`src/rtl/cpu_run_ctrl_if.sv`:
```
// Button/CPU-side signal bundle for the MIPS execution controller.
// The controller drives CPU_EN/CPU_RST/LEDs; the board side drives BIN and HALT.
interface cpu_run_ctrl_if;
    logic [3:0]  BIN;
    logic        HALT;
    logic        CPU_EN;
    logic        CPU_RST;
    logic        RUN;
    logic        HALTED;
    logic [1:0]  SPEED;
    logic [15:0] ICNT;

    modport master (
        input  BIN, HALT,
        output CPU_EN, CPU_RST, RUN, HALTED, SPEED, ICNT
    );

    modport slave (
        output BIN, HALT,
        input  CPU_EN, CPU_RST, RUN, HALTED, SPEED, ICNT
    );
endinterface

```
`src/rtl/cpu_run_ctrl.sv`:
```
// Execution controller for the single-clock MIPS: step, free-run at four rates,
// halt-on-break and button-driven CPU reset. All outputs are registered.
module cpu_run_ctrl #(
    parameter int RATE0_DIV = 50000000,
    parameter int RATE1_DIV = 5000000,
    parameter int RATE2_DIV = 50000,
    parameter int RATE3_DIV = 1,
    parameter int CNT_W     = 26,
    parameter int RST_CYC   = 16
) (
    input  logic          CLK,
    input  logic          RST,
    cpu_run_ctrl_if.master bus
);

    localparam logic [1:0] S_RESET = 2'd0;
    localparam logic [1:0] S_STOP  = 2'd1;
    localparam logic [1:0] S_RUN   = 2'd2;
    localparam logic [1:0] S_HALT  = 2'd3;

    localparam int RC_W = (RST_CYC > 1) ? $clog2(RST_CYC) : 1;

    logic [1:0]       state_q, state_d;
    logic [RC_W-1:0]  rcnt_q, rcnt_d;
    logic [CNT_W-1:0] presc_q, presc_d;
    logic [1:0]       speed_q, speed_d;
    logic [15:0]      icnt_q, icnt_d;
    logic             cpu_en_q, cpu_en_d;
    logic             cpu_rst_q, cpu_rst_d;
    logic             run_q, halted_q;

    logic [CNT_W-1:0] div_m1;
    logic [CNT_W-1:0] presc_base;
    logic             wrap;

    function automatic logic [CNT_W-1:0] rate_m1(input logic [1:0] s);
        case (s)
            2'd0:    return CNT_W'(RATE0_DIV - 1);
            2'd1:    return CNT_W'(RATE1_DIV - 1);
            2'd2:    return CNT_W'(RATE2_DIV - 1);
            default: return CNT_W'(RATE3_DIV - 1);
        endcase
    endfunction

    // NOTE: every signal assigned here gets a default first, so no path leaves one unassigned and no latch is inferred.
    always_comb begin
        speed_d   = speed_q + 2'(bus.BIN[2]);
        div_m1    = rate_m1(speed_d);
        // Entering run or changing speed restarts the count; the entry edge is its first tick.
        presc_base = (bus.BIN[2] || state_q != S_RUN) ? '0 : presc_q;
        wrap       = (presc_base == div_m1);

        state_d   = state_q;
        rcnt_d    = rcnt_q;
        presc_d   = '0;
        cpu_en_d  = 1'b0;
        cpu_rst_d = 1'b0;
        icnt_d    = icnt_q + 16'(cpu_en_q);

        if (bus.BIN[3]) begin
            state_d   = S_RESET;
            rcnt_d    = '0;
            cpu_rst_d = 1'b1;
            icnt_d    = '0;
        end else begin
            case (state_q)
                S_RESET: begin
                    icnt_d = '0;
                    if (rcnt_q == RC_W'(RST_CYC - 1)) begin
                        state_d = S_STOP;
                        rcnt_d  = '0;
                    end else begin
                        rcnt_d    = rcnt_q + 1'b1;
                        cpu_rst_d = 1'b1;
                    end
                end
                S_STOP: begin
                    if (bus.HALT) begin
                        state_d = S_HALT;
                    end else if (bus.BIN[1]) begin
                        state_d  = S_RUN;
                        presc_d  = wrap ? '0 : presc_base + 1'b1;
                        cpu_en_d = wrap;
                    end else begin
                        cpu_en_d = bus.BIN[0];
                    end
                end
                S_RUN: begin
                    if (bus.HALT) begin
                        state_d = S_HALT;
                    end else if (bus.BIN[1]) begin
                        state_d = S_STOP;
                    end else begin
                        presc_d  = wrap ? '0 : presc_base + 1'b1;
                        cpu_en_d = wrap;
                    end
                end
                default: ;
            endcase
        end
    end

    // NOTE: sequential state uses non-blocking assignments so every register samples pre-edge values.
    always_ff @(posedge CLK or posedge RST) begin
        if (RST) begin
            state_q   <= S_RESET;
            rcnt_q    <= '0;
            presc_q   <= '0;
            speed_q   <= '0;
            icnt_q    <= '0;
            cpu_en_q  <= 1'b0;
            cpu_rst_q <= 1'b1;
            run_q     <= 1'b0;
            halted_q  <= 1'b0;
        end else begin
            state_q   <= state_d;
            rcnt_q    <= rcnt_d;
            presc_q   <= presc_d;
            speed_q   <= speed_d;
            icnt_q    <= icnt_d;
            cpu_en_q  <= cpu_en_d;
            cpu_rst_q <= cpu_rst_d;
            run_q     <= (state_d == S_RUN);
            halted_q  <= (state_d == S_HALT);
        end
    end

    assign bus.CPU_EN  = cpu_en_q;
    assign bus.CPU_RST = cpu_rst_q;
    assign bus.RUN     = run_q;
    assign bus.HALTED  = halted_q;
    assign bus.SPEED   = speed_q;
    assign bus.ICNT    = icnt_q;

endmodule

```
`src/flat_wrapper.sv`:
```
// flat-port wrapper written by rule: the top's interface ports become plain ports
module cpu_run_ctrl_flat 
#(
    parameter int RATE0_DIV = 50000000,
    parameter int RATE1_DIV = 5000000,
    parameter int RATE2_DIV = 50000,
    parameter int RATE3_DIV = 1,
    parameter int CNT_W     = 26,
    parameter int RST_CYC   = 16
)
  (CLK, RST, bus_BIN, bus_HALT, bus_CPU_EN, bus_CPU_RST, bus_RUN, bus_HALTED, bus_SPEED, bus_ICNT);
  cpu_run_ctrl_if bus_i ();
  input  logic CLK;
  input  logic RST;
  input wire logic [$bits(bus_i.BIN)-1:0] bus_BIN;
  input wire logic [$bits(bus_i.HALT)-1:0] bus_HALT;
  output wire logic [$bits(bus_i.CPU_EN)-1:0] bus_CPU_EN;
  output wire logic [$bits(bus_i.CPU_RST)-1:0] bus_CPU_RST;
  output wire logic [$bits(bus_i.RUN)-1:0] bus_RUN;
  output wire logic [$bits(bus_i.HALTED)-1:0] bus_HALTED;
  output wire logic [$bits(bus_i.SPEED)-1:0] bus_SPEED;
  output wire logic [$bits(bus_i.ICNT)-1:0] bus_ICNT;
  assign bus_i.BIN = bus_BIN;
  assign bus_i.HALT = bus_HALT;
  assign bus_CPU_EN = bus_i.CPU_EN;
  assign bus_CPU_RST = bus_i.CPU_RST;
  assign bus_RUN = bus_i.RUN;
  assign bus_HALTED = bus_i.HALTED;
  assign bus_SPEED = bus_i.SPEED;
  assign bus_ICNT = bus_i.ICNT;
  cpu_run_ctrl #(.RATE0_DIV(RATE0_DIV), .RATE1_DIV(RATE1_DIV), .RATE2_DIV(RATE2_DIV), .RATE3_DIV(RATE3_DIV), .CNT_W(CNT_W), .RST_CYC(RST_CYC)) u_core (.CLK(CLK), .RST(RST), .bus(bus_i));
endmodule
```
`config.mk`:
```
export PLATFORM = sky130hd
export DESIGN_NAME = cpu_run_ctrl_flat
export DESIGN_NICKNAME = d
export VERILOG_FILES = /design/src/rtl/cpu_run_ctrl_if.sv /design/src/rtl/cpu_run_ctrl.sv /design/src/flat_wrapper.sv
export SDC_FILE = /design/constraint.sdc
export NUM_CORES = 1
export LEC_CHECK = 0
export ABC_AREA = 1
export CORE_MARGIN = 5
export CORE_UTILIZATION = 40
export DETAILED_ROUTE_END_ITERATION = 7
export SKIP_LAST_GASP = 1
export SYNTH_ARGS = -nofsm -noshare
export SYNTH_HDL_FRONTEND = slang
export SYNTH_SLANG_ARGS = --single-unit
```
`constraint.sdc`:
```
create_clock -name CLK -period 5.7 [get_ports CLK]
set_input_delay 0.57 -clock CLK [delete_from_list [all_inputs] [get_ports CLK]]
set_output_delay 0.57 -clock CLK [all_outputs]
set_load 0.005 [all_outputs]
```
== Word-level counts from Yosys, hierarchy flattened ==
Cells that the tools add are included.

* Latch bits: 0
* Memory bits (writable): 0
* Input bits: 7
* Memory bits (read-only): 0
* Memories: 0
* Output and inout port bits: 22
* Bits in registers: 54

* $lt $le $gt $ge: 0
* Muxes and demuxes: 30
* Add/subtract/negate cells: 4
* Bitwise gates (word level): 0
* Multipliers: 0
* Equality and inequality tests: 9
* Shifts and indexed selects: 0
* Div/mod/pow operators: 0
* Reductions and logical operators: 4

{| class="wikitable"
|+ Operators by type and width
! kind !! number
|-
| two-way mux 26 bit || 7
|-
| one-hot mux 26 bit (3 select lines) || 1
|-
| one-hot mux 26 bit (2 select lines) || 1
|-
| two-way mux 16 bit || 2
|-
| adder 26 x 1 -> 26 bit, second input constant || 1
|-
| equality test 26 bit || 1
|-
| adder 16 x 1 -> 16 bit || 1
|-
| two-way mux 2 bit || 6
|-
| two-way mux 4 bit || 3
|-
| equality test 2 bit, second input constant || 4
|-
| two-way mux 1 bit || 8
|-
| one-hot mux 2 bit (3 select lines) || 1
|-
| adder 4 x 1 -> 4 bit, second input constant || 1
|-
| equality test 2 x 1 -> 1 bit, second input constant || 2
|-
| equality test 4 bit, second input constant || 1
|-
| logical NOT 2 bit || 2
|-
| adder 2 x 1 -> 2 bit || 1
|-
| != test 2 bit, second input constant || 1
|-
| one-hot mux 1 bit (2 select lines) || 1
|-
| nonzero test 2 bit || 1
|-
| logical OR 1 bit || 1
|}

== Longest topological paths before layout ==
* Word-level depth: 9
* Mapped depth: 17

== Worst setup path before layout ==
Ideal clock, no wire load.

* Path kind: reg-to-reg
* From: reg u_core.state_q[0]
* To: reg u_core.presc_q[14]
* Required time: 5.587 ns
* Clock period less this slack: 2.251 ns
* Library setup time: 0.113 ns
* Slack: 3.449 ns
* Buffers on the path: 1
* Data arrival time: 2.138 ns
* Cell stages (with the launch flop): 15
* Cells stage by stage: dfrtp_1 > inv_1 > ha_1 > buf_6 > nand3_4 > inv_1 > ha_1 > inv_1 > nor2_2 > nand2_1 > nor2_4 > xor2_1 > nor2_1 > nand2_1 > inv_1

* Word-level cells in the longest chain between the ends: 9
* Elaborated cells between the ends (all ways): 14

{| class="wikitable"
|+ RTL lines
! element !! RTL line !! RTL
|-
| start: declaration || cpu_run_ctrl.sv:23 || <nowiki>logic [1:0] state_q, state_d;</nowiki>
|-
| start signal: assignment || cpu_run_ctrl.sv:116 || <nowiki>state_q <= state_d;</nowiki>
|-
| != test 2 bit || cpu_run_ctrl.sv:50 || <nowiki>presc_base = (bus.BIN[2] || state_q != S_RUN) ? '0 : presc_q;</nowiki>
|-
| logical OR 1 bit || cpu_run_ctrl.sv:50 ||
|-
| two-way mux 26 bit || cpu_run_ctrl.sv:50 ||
|-
| adder 26 x 1 -> 26 bit or equality test 26 bit (tied branches) || cpu_run_ctrl.sv:82, cpu_run_ctrl.sv:94, cpu_run_ctrl.sv:51 ||
|-
| two-way mux 26 bit || cpu_run_ctrl.sv:82, cpu_run_ctrl.sv:94 ||
|-
| two-way mux 26 bit, on equally long branches || cpu_run_ctrl.sv:91, cpu_run_ctrl.sv:80 ||
|-
| two-way mux 26 bit, on equally long branches || cpu_run_ctrl.sv:89, cpu_run_ctrl.sv:78 ||
|-
| one-hot mux 26 bit (2 select lines) (*) || cpu_run_ctrl.sv:66 || <nowiki>case (state_q)</nowiki>
|-
| two-way mux 26 bit (*) || cpu_run_ctrl.sv:60 || <nowiki>if (bus.BIN[3]) begin</nowiki>
|-
| named net u_core.presc_d[14] || cpu_run_ctrl.sv:25 || <nowiki>logic [CNT_W-1:0] presc_q, presc_d;</nowiki>
|-
| end signal: assignment || cpu_run_ctrl.sv:118 || <nowiki>presc_q <= presc_d;</nowiki>
|-
| end: declaration || cpu_run_ctrl.sv:25 ||
|}

Mark *: on every way through the listed nets, which the timed path passes. The rest lies on a longest branch.
A chain may end at the register's enable or synchronous reset.

== Final worst setup path ==
* From: in bus_BIN[2]
* To: reg u_core.presc_q[23]

* Word-level cells in the longest chain between the ends: 9
* Elaborated cells between the ends (all ways): 16

{| class="wikitable"
|+ RTL lines
! element !! RTL line !! RTL
|-
| start: declaration || flat_wrapper.sv:15 || <nowiki>input wire logic [$bits(bus_i.BIN)-1:0] bus_BIN;</nowiki>
|-
| adder 2 x 1 -> 2 bit (*) || cpu_run_ctrl.sv:47 || <nowiki>speed_d = speed_q + 2'(bus.BIN[2]);</nowiki>
|-
| named net u_core.speed_d[0] || cpu_run_ctrl.sv:26 || <nowiki>logic [1:0] speed_q, speed_d;</nowiki>
|-
| equality test 2 bit, or another cell as far along || cpu_run_ctrl.sv:37 || <nowiki>case (s)</nowiki>
|-
| one-hot mux 26 bit (3 select lines) (*) || cpu_run_ctrl.sv:37 ||
|-
| equality test 26 bit (*) || cpu_run_ctrl.sv:51 || <nowiki>wrap = (presc_base == div_m1);</nowiki>
|-
| two-way mux 26 bit (*) || cpu_run_ctrl.sv:82, cpu_run_ctrl.sv:94 ||
|-
| two-way mux 26 bit, on equally long branches || cpu_run_ctrl.sv:91, cpu_run_ctrl.sv:80 ||
|-
| two-way mux 26 bit, on equally long branches || cpu_run_ctrl.sv:89, cpu_run_ctrl.sv:78 ||
|-
| one-hot mux 26 bit (2 select lines) (*) || cpu_run_ctrl.sv:66 ||
|-
| two-way mux 26 bit (*) || cpu_run_ctrl.sv:60 ||
|-
| named net u_core.presc_d[23] || cpu_run_ctrl.sv:25 ||
|}

Marked as above.

==> results.md <==
* Outcome: completed
* HPWL Detailed at 6.83 mm
* Mapped cell area at 3800 um^2
* Critical path arrival at 3.27 ns
* Max-Cap Viols at 0
* PortBufs at 28
* First-pass GRT wire length at 15.5 mm
* Clock Skew at 0.00860 ns
* Die Wd at 108 um
* Crit path largest cell delay at 0.55 ns
* Routed vias/inst at 5.01
* Initial core utilization at 41.2%
* Area of the core at 9240 um^2
* Share of flip-flops with an asynchronous set or reset at 100%
* Die area at 11600 um^2
* Post-CTS Setup Inserts at 0
* Top cells by area, synth: dfrtp_1 (35%), nand2_1 (14%), nor2_1 (8.1%)
* Growth of design area from synthesis to finish at 11.9%
* DRT iter0 DRCs at ~250
* # IOs at 29
* Per-cell routed wire length at 13.3 um
* Most frequent cell on the critical path: nand2_1
* Die span in y at around 110 um
* Grt total ovfl at 0
* Clock power share at 24.3%
* CTS tree: built
* Vias in the first global route at around 3.2k
* CP cell instances: clkdlybuf4s50_1 -> ha_1 -> inv_1 -> ha_1 -> inv_1 -> nand2_1 -> nand2_1 -> nand2_1 -> inv_1 -> nand2_1 -> nor2_1 -> nand3_2 -> nand2_1 -> nor2_2
* Pint at 0.000692 W
* Fin crit period at 3.10 ns
* Slowest-stage cell, CP: clkdlybuf4s50_1
* Resized cells post-CTS at 0
* Clock H-tree levels at 2
* PwrDens at 261 nW/um^2
* Remaining DRCs at 0
* Clock Sink Count at 54
* Worst Tran Pin Value at between 0.9 and 1 ns
* Total CTS buffers at 5
* R2R Setup Slk at ~2.9 ns
* WS Path Type: input pin to register
* CTS root buf: clkbuf_8
* Hold WS at 0.523 ns
* Worst skew pair latency at 0.31 ns
* Gpl congestion at 0.944
* Critical Path Start: bus_BIN[2]
* Post-synth EDFFs at 0
* Yosys top cell area share at approximately a third
* Synth Net Count at 555
* Top-count cell post-synth: nand2_1
* Worst-path clk slew at 0.10 ns
* Fin crit share at a little over half
* RSZ-0062 raised after global routing: no
* Logic pwr share at 36.9%
* Tot Pwr at approximately 0.0011 W
* Synth area leader: dfrtp_1
* WL final at between 9 and 10 mm
* Share of layout cells above drive strength 1 at 8.57%
* Unique masters post-synth at 35
* Count of final setup violators at 0
* Cell count after synthesis at around 540
* Worst-case clock buffer depth at 2
* Slew Limit Fails at 0
* Most frequent cells after synthesis: nand2_1 (141), nor2_1 (82), inv_1 (74)
* Post-route ant nets at 0
* Flops & latches, synth at 54
* Worst hold-check path type: register to register
* Net count, final at 578
* WP data required at 5.87 ns
* First-pass DRT Iterations at 5
* CP Capture Type: register
* Max Freq at 322 MHz
* Avg Cell Area, Syn at 7.09 um^2
* Sw Ratio at 37.7%
* Flop pwr share at between 30% and 40%
* CTS Hold Buffers Added at 0
* Setup crit start kind: input pin
* TNS Setup at 0 ns
* Hold_sp: u_core.rcnt_q[0]
* Initial antenna violation count at 0
* Antenna diode count at 0
* Predominant post-synthesis flop cell: dfrtp_1
* Seq/Total Area, Yosys at 35.6%
* Vias at 3450
* Static Leak at roughly 2.0 nW
* Max_slew headroom at 37.6%
* Ys Warns at 0
* Switch Pwr at 0.000419 W
* Reg2reg start: u_core.state_q[0]
* Standard-cell row count at 35
* Final hold vios at 0
* CP Max Fanout at 20
* GR Util All Layers at 16.6%
* Peak VDD IR at about 0.00016 V
* Largest net degree at the start of global routing at between 50 and 60
## worst paths after layout
check                      depth (start not counted)                 end
max                                               14  u_core.presc_q[23]
max reg2reg                                       12  u_core.presc_q[23]
min in group asynchronous                          3  u_core.bus.ICNT[8]
min reg2reg                                        1    u_core.rcnt_q[0]
max in group asynchronous                          3   u_core.presc_q[3]
min                                                1    u_core.rcnt_q[0]
## routing by layer
| metal | GRT usage, % | vias up | wire (um) | share of wire, % |
|---|---|---|---|---|
| li1 | - | 1724 | - | - |
| met1 | 22.7 | 1617 | 4320 | 47 |
| met2 | 27.4 | 94 | 4270 | 47 |
| met3 | 2.40 | 15 | 395 | 4.3 |
| met4 | 4.60 | 0 | 182 | 2.0 |
| met5 | 0 | - | 0 | 0 |
## cell usage in the layout, fill, tap and decap left out, types with 3 or more instances in the layout
master | netlist | layout
dfrtp_1 | 53 | 53
nand3_1 | 34 | 34
a21oi_1 | 19 | 19
nand3_2 | 4 | 4
clkbuf_8 | 0 | 6
ha_1 | 12 | 12
nand2_1 | 141 | 141
inv_2 | 6 | 7
xor2_1 | 9 | 9
nand4_1 | 14 | 14
nor2_2 | 10 | 10
xnor2_1 | 7 | 7
nor2_4 | 5 | 5
o21ai_1 | 3 | 3
nand3b_1 | 3 | 3
clkdlybuf4s50_1 | 0 | 28
nor3_1 | 10 | 10
inv_1 | 74 | 73
nand3_4 | 4 | 4
nand4_2 | 4 | 4
clkinv_1 | 5 | 5
nor2_1 | 82 | 82
o21ai_0 | 10 | 10
## critical path: cells and delay by family
kind          cells  cell delay [ns]
fa+ha+maj         2             0.71
buf+inv           4             0.89
simple gates      8             1.10
## per-stage QoR
stage / setup WS, ns / instances / cell area (um^2) / util (%)
final: 2.60 / 689 / 4250 / 46.0
after global routing: 2.32 / 689 / 4250 / 46.0
after CTS: 2.61 / 689 / 4250 / 46.0
after detailed placement: 2.28 / 681 / 4140 / 44.8
after global placement: 2.27 / 681 / 4140 / 44.8
after floorplan: 3.45 / 536 / 3800 / -
## registers in the layout (all words and copies together), names as in the netlist
name	cells
u_core.presc_q	26
u_core.bus.ICNT	16
u_core.rcnt_q	4
u_core.bus.SPEED	2
u_core.state_q	2
u_core.bus.CPU_EN	1
u_core.bus.CPU_RST	1
u_core.bus.HALTED	1
u_core.bus.RUN	1
## power by group through the flow
| stage | Clock [W] | Combinational (W) | Sequential (W) |
|---|---|---|---|
| 2_1_floorplan | 0 | 0.000324 | 0.000436 |
| 3_3_place_gp | 0 | 0.000406 | 0.000439 |
| 3_5_place_dp | 0 | 0.000407 | 0.000439 |
| 4_1_cts | 0.000278 | 0.000410 | 0.000432 |
| 5_1_grt | 0.000293 | 0.000466 | 0.000435 |
| 6_report | 0.000270 | 0.000410 | 0.000431 |
## cell families (layout without fill, tap and decap cells)
family	Yosys count	after routing	share of synthesized area, %
flops	54	54	35.6
fa+ha+maj	12	12	3.95
buf+inv	99	123	11.6
xor+xnor	16	16	3.69
compound gates	39	39	5.50
simple gates	316	316	39.7
## final cells by class
type | instances | area, um^2
clock buffer | 7 | 86.3
clock inverter | 1 | 30.0
fill | 923 | 4990
inverter | 85 | 319
multi-input combinational | 383 | 2010
sequential | 54 | 1350
tap | 129 | 161
timing repair buffer | 30 | 295
Note: power is estimated with default switching activity, not from simulation.
==> edit 1, RTL diff (config.mk and constraints unchanged) <==
`RST_CYC` is set to 16 in 2 places; all go to 8.
--- a/src/rtl/cpu_run_ctrl.sv
+++ b/src/rtl/cpu_run_ctrl.sv
@@ -8,3 +8,3 @@
     parameter int CNT_W     = 26,
-    parameter int RST_CYC   = 16
+    parameter int RST_CYC   = 8
 ) (
--- a/src/flat_wrapper.sv
+++ b/src/flat_wrapper.sv
@@ -8,3 +8,3 @@
     parameter int CNT_W     = 26,
-    parameter int RST_CYC   = 16
+    parameter int RST_CYC   = 8
 )
Behaviour: not the same (Yosys sat finds a counterexample within 10 cycles, from zero or initial values and one cycle with RST high).
==> edit 1 against the unedited design <==
  * Critical path depth is 1 lower
  * Non-clock buffer count is 1 lower
  * Synthesized area is 11% lower
  * Sequential power is 2% lower
  * First-iteration DRC count is 36% higher
  * Wire length is 2.6% lower
  * Worst setup slack worse by 0.36 ns
  * Power is 6.4% lower
  * Hold slack worse by 0.021 ns
  * Sequential cell count is 1 lower
  * Count of clock-buffer cells in the layout is 1 lower
  * Design area is 9.3% lower
  * Critical path type is now flip-flop to flip-flop
==> edit 1: results (changes against the unedited design) <==
pwr:
  power_frac_clock_pct: 22.9  # -1.4 points
  power.density_nw_per_um2: 269  # +3.1%
  p_seq_uw: 423  # -2%
  ir_drop_mv: 0.164  # +2.5%
  internal_power_uw: 634  # -8.5%
  p_leak_nw: 1.69  # -14%
final_layout:
  nFillCells: 874  # -5.3%
  layout.nets: 530  # -8.3%
  drive_gt1_share_pct: 4.31  # -4.3 points
logic_synthesis:
  synth_compound_area_share_pct: 5.97  # +0.47 points
  synth_xor_area_share_pct: 4.38  # +0.70 points
  synth_fa_ha_area_share_pct: 4.79  # +0.84 points
  yosysSeqAreaShare_pct: 39.1  # +3.5 points
  synth_area_leaders: "dfrtp_1 38%, nand2_1 13%, nor2_1 9.7%"
  synth_common_cells: "115 x nand2_1, 88 x nor2_1, 63 x inv_1"
  synthCells: 483  # -9.9%
  synth_nets: 503  # -9.4%
placed_design:
  routabilityCongestion: 1.02  # +7.9%
  post-place-ws_ns: 2.19  # -0.0921 ns
  dpl.hpwl_um: 6800  # -0.48%
clock_tree:
  post_cts_buffers: 0  # unchanged
detailed_routing:
  drt_iter0_drc: 334  # +36%
  met2_length_um: 4140  # -3.1%
  wirelength_um: 8920  # -2.6%
  wl_per_cell_um: 14.5  # +8.9%
  met3_length_um: 491  # +24%
sta:
  finClkSkew_ns: 0.00644  # -0.00216 ns
  holdWs_ns: 0.502  # -0.0212 ns
  period_minus_slack_ns: 3.46  # +0.360 ns
worst_setup_path:
  critPathMaxStageDelay_ns: 0.78  # +0.23 ns
  critPathSlowestCell: "ha_1"
  cp_max_fo: 24  # +20%
  rr_worst_depth: 13  # +1
  endpoint: "u_core.presc_q[25]$_DFF_PP0_"
  arrival_ns: 3.68  # +0.41 ns
grt:
  grt_max_degree: 54  # -1.8%
  grt_usage_pct: 18.4  # +1.7 points
  grt_pass1_vias: 3029  # -5.3%
  grt_pass1_wl_um: 15200  # -2.3%
outcome:
  status: "complete, no violations"
edit 1: cell count changes after synthesis, sizes merged, moves of 2 or more:
| cell | change |
|---|---|
| nand3b | -2 |
| o31ai | -2 |
| nand3 | +4 |
| buf | -2 |
| o211ai | +2 |
| clkbuf | -3 |
| nor3 | +3 |
| nand2 | -26 |
| a21oi | -8 |
| nor2 | -6 |
| a211oi | +3 |
| clkinv | -5 |
| inv | -15 |
edit 1: area by class of cell:
type | instances | area, um^2 | area share [%]
Multi-Input combinational cell | 356 | 1770 | 45.8
Sequential cell | 53 | 1330 | 34.4
Timing Repair Buffer | 29 | 288 | 7.46
Inverter | 65 | 244 | 6.32
Tap cell | 105 | 131 | 3.40
Clock buffer | 6 | 82.6 | 2.14
Clock inverter | 2 | 17.5 | 0.454
edit 1: routing by layer:
metal | global-route usage (%) | up-vias
met3 | 2.73 | 8
met1 | 25.6 | 1453
met4 | 4.94 | 0
li1 | - | 1605
met2 | 29.9 | 102
met5 | 0 | -
==> edit 2, RTL diff (config.mk and constraints unchanged) <==
Without the edit above. Make the reset (`RST`) synchronous in one clocked block.
--- a/src/rtl/cpu_run_ctrl.sv
+++ b/src/rtl/cpu_run_ctrl.sv
@@ -103,3 +103,3 @@
     // NOTE: sequential state uses non-blocking assignments so every register samples pre-edge values.
-    always_ff @(posedge CLK or posedge RST) begin
+    always_ff @(posedge CLK) begin
         if (RST) begin
Function: differs if RST is asserted again (counterexample within 4 cycles, from zero or initial values and one cycle with RST high); with RST held inactive, the same outputs for 10 cycles.
==> edit 2 against the unedited design <==
  * Non-clock buffer count decreased by 1
  * Critical path type is now flip-flop to flip-flop
  * Highest routed layer unchanged
  * Critical endpoint is now u_core.presc_q[18]$_SDFF_PP0_
  * Worst setup slack improved by 0.19 ns
  * Wire length shrank 14%
  * Count of clock-buffer cells in the layout decreased by 2
  * Sequential cell count unchanged
  * Design area down 14%
  * Synthesized area fell by 15%
Power is not compared: it rests on default switching activity, and its combinational part moved more than twofold at a synthesized area within 25%.
==> edit 2: results (changes against the unedited design) <==
outcome:
  status: "complete, no violations"
logic_synthesis:
  synth_area_leaders: "dfxtp_1 33%, nand2_1 14%, nor2_1 11%"
  yosysSeqAreaShare_pct: 33.5  # -2.1 points
  ys_async_sr_fraction_pct: 0  # -100 points
  synth_nets: 513  # -7.6%
  synthFlopType: "dfxtp_1"
  syn_area_per_cell_um2: 6.55  # -7.6%
  synth_common_cells: "118 x nand2_1, 91 x nor2_1, 59 x inv_1"
detailed_routing:
  met2_length_um: 3610  # -16%
  drt-pass1-iter-count: 5  # unchanged
  wl_per_cell_um: 12.7  # -4.7%
  drt_iter0_drc: 237  # -3.3%
  met3_length_um: 421  # +6.6%
  vias: 3129  # -9.3%
sta:
  finClkSkew_ns: 0.0103  # +0.00173 ns
  relSlewSlack_pct: 58.4  # +21 points
final_layout:
  drive_gt1_share_pct: 4.61  # -4.0 points
  layout.nets: 540  # -6.6%
  nFillCells: 817  # -11%
  fin_cells: 623  # -9.6%
worst_setup_path:
  cp_max_fo: 28  # +40%
  rr_worst_depth: 13  # +1
  critPathSlowestCell: "nor2_4"
  critical_path.top_delay_family: "simple AND/OR/NAND/NOR gates"
  critPathMaxStageDelay_ns: 0.47  # -0.08 ns
  arrival_ns: 3.17  # -0.10 ns
placed_design:
  routabilityCongestion: 0.970  # +2.8%
  dpl.hpwl_um: 6060  # -11%
grt:
  grt_max_degree: 29  # -47%
  grt_usage_pct: 16.4  # -0.17 points
  grt_pass1_wl_um: 13300  # -14%
worst_hold_path:
  holdPathStages: 2  # +1
## edit 2: changes by cell type in the layout (fill, tap and decap cells not counted), moves of 5 or more
cell,before,now
dfxtp_1,0,54
dfrtp_1,53,0
nand2_1,141,118
inv_1,73,59
nand3_1,34,47
o21ai_0,10,22
nor2_1,82,91
inv_2,7,2
nor3_1,10,5
## edit 2: layer usage
metal	up-vias	track usage (%)
met2	91	26.7
met5	-	0
met4	0	5.88
met1	1404	22.0
li1	1620	-
met3	14	2.78
## edit 2: worst paths after layout
path / from / endpoint / slack [ns]
worst min-delay path: u_core.bus.ICNT[12]$_SDFF_PP0_ / u_core.bus.ICNT[12]$_SDFF_PP0_ / 0.47
worst min register to register: u_core.bus.ICNT[12]$_SDFF_PP0_ / u_core.bus.ICNT[12]$_SDFF_PP0_ / 0.47
worst max register to register: u_core.state_q[0]$_SDFF_PP0_ / u_core.presc_q[18]$_SDFF_PP0_ / 2.78
worst max-delay path: u_core.state_q[0]$_SDFF_PP0_ / u_core.presc_q[18]$_SDFF_PP0_ / 2.78
## edit 2: worst min-delay path, cell delays in order (launching register included)
cell and delay (ns):
dfxtp_1 0.34, inv_1 0.05, a21oi_1 0.05
## edit 2: power by group through the flow
| stage | sequential (mW) | combinational, mW | clock, mW |
|---|---|---|---|
| 6_report | 0.380 | 0.0687 | 0.232 |
| 5_1_grt | 0.381 | 0.0783 | 0.258 |
| 4_1_cts | 0.381 | 0.0687 | 0.242 |
| 3_5_place_dp | 0.389 | 0.0685 | 0 |
| 3_3_place_gp | 0.389 | 0.0677 | 0 |
| 2_1_floorplan | 0.389 | 0.0505 | 0 |
## edit 2: layout make-up
cell class                      instances  area, um^2  area share, %
Timing Repair Buffer                   29         288           7.89
Clock inverter                          3        26.3          0.720
Multi-Input combinational cell        368        1820           50.0
Tap cell                              102         128           3.50
Clock buffer                            5        68.8           1.89
Inverter                               62         233           6.38
Sequential cell                        54        1080           29.6
## edit 2: cell families after synthesis
kind of cell / after synthesis / share of synthesized area [%]
AOI/OAI and AO/OA: 45 / 7.17
xor gates and xnor gates: 18 / 4.88
adders and majority gates: 13 / 5.03
buffers and inverters: 71 / 10.1
DFF: 54 / 33.5
and+or+nand+nor: 292 / 39.3
## edit 2: stage by stage
step           cell area [um^2]  setup slack (ns)
2_1_floorplan              3230              3.39
3_3_place_gp               3550              2.60
3_5_place_dp               3550              2.57
4_1_cts                    3650              2.80
5_1_grt                    3650              2.48
6_report                   3650              2.78
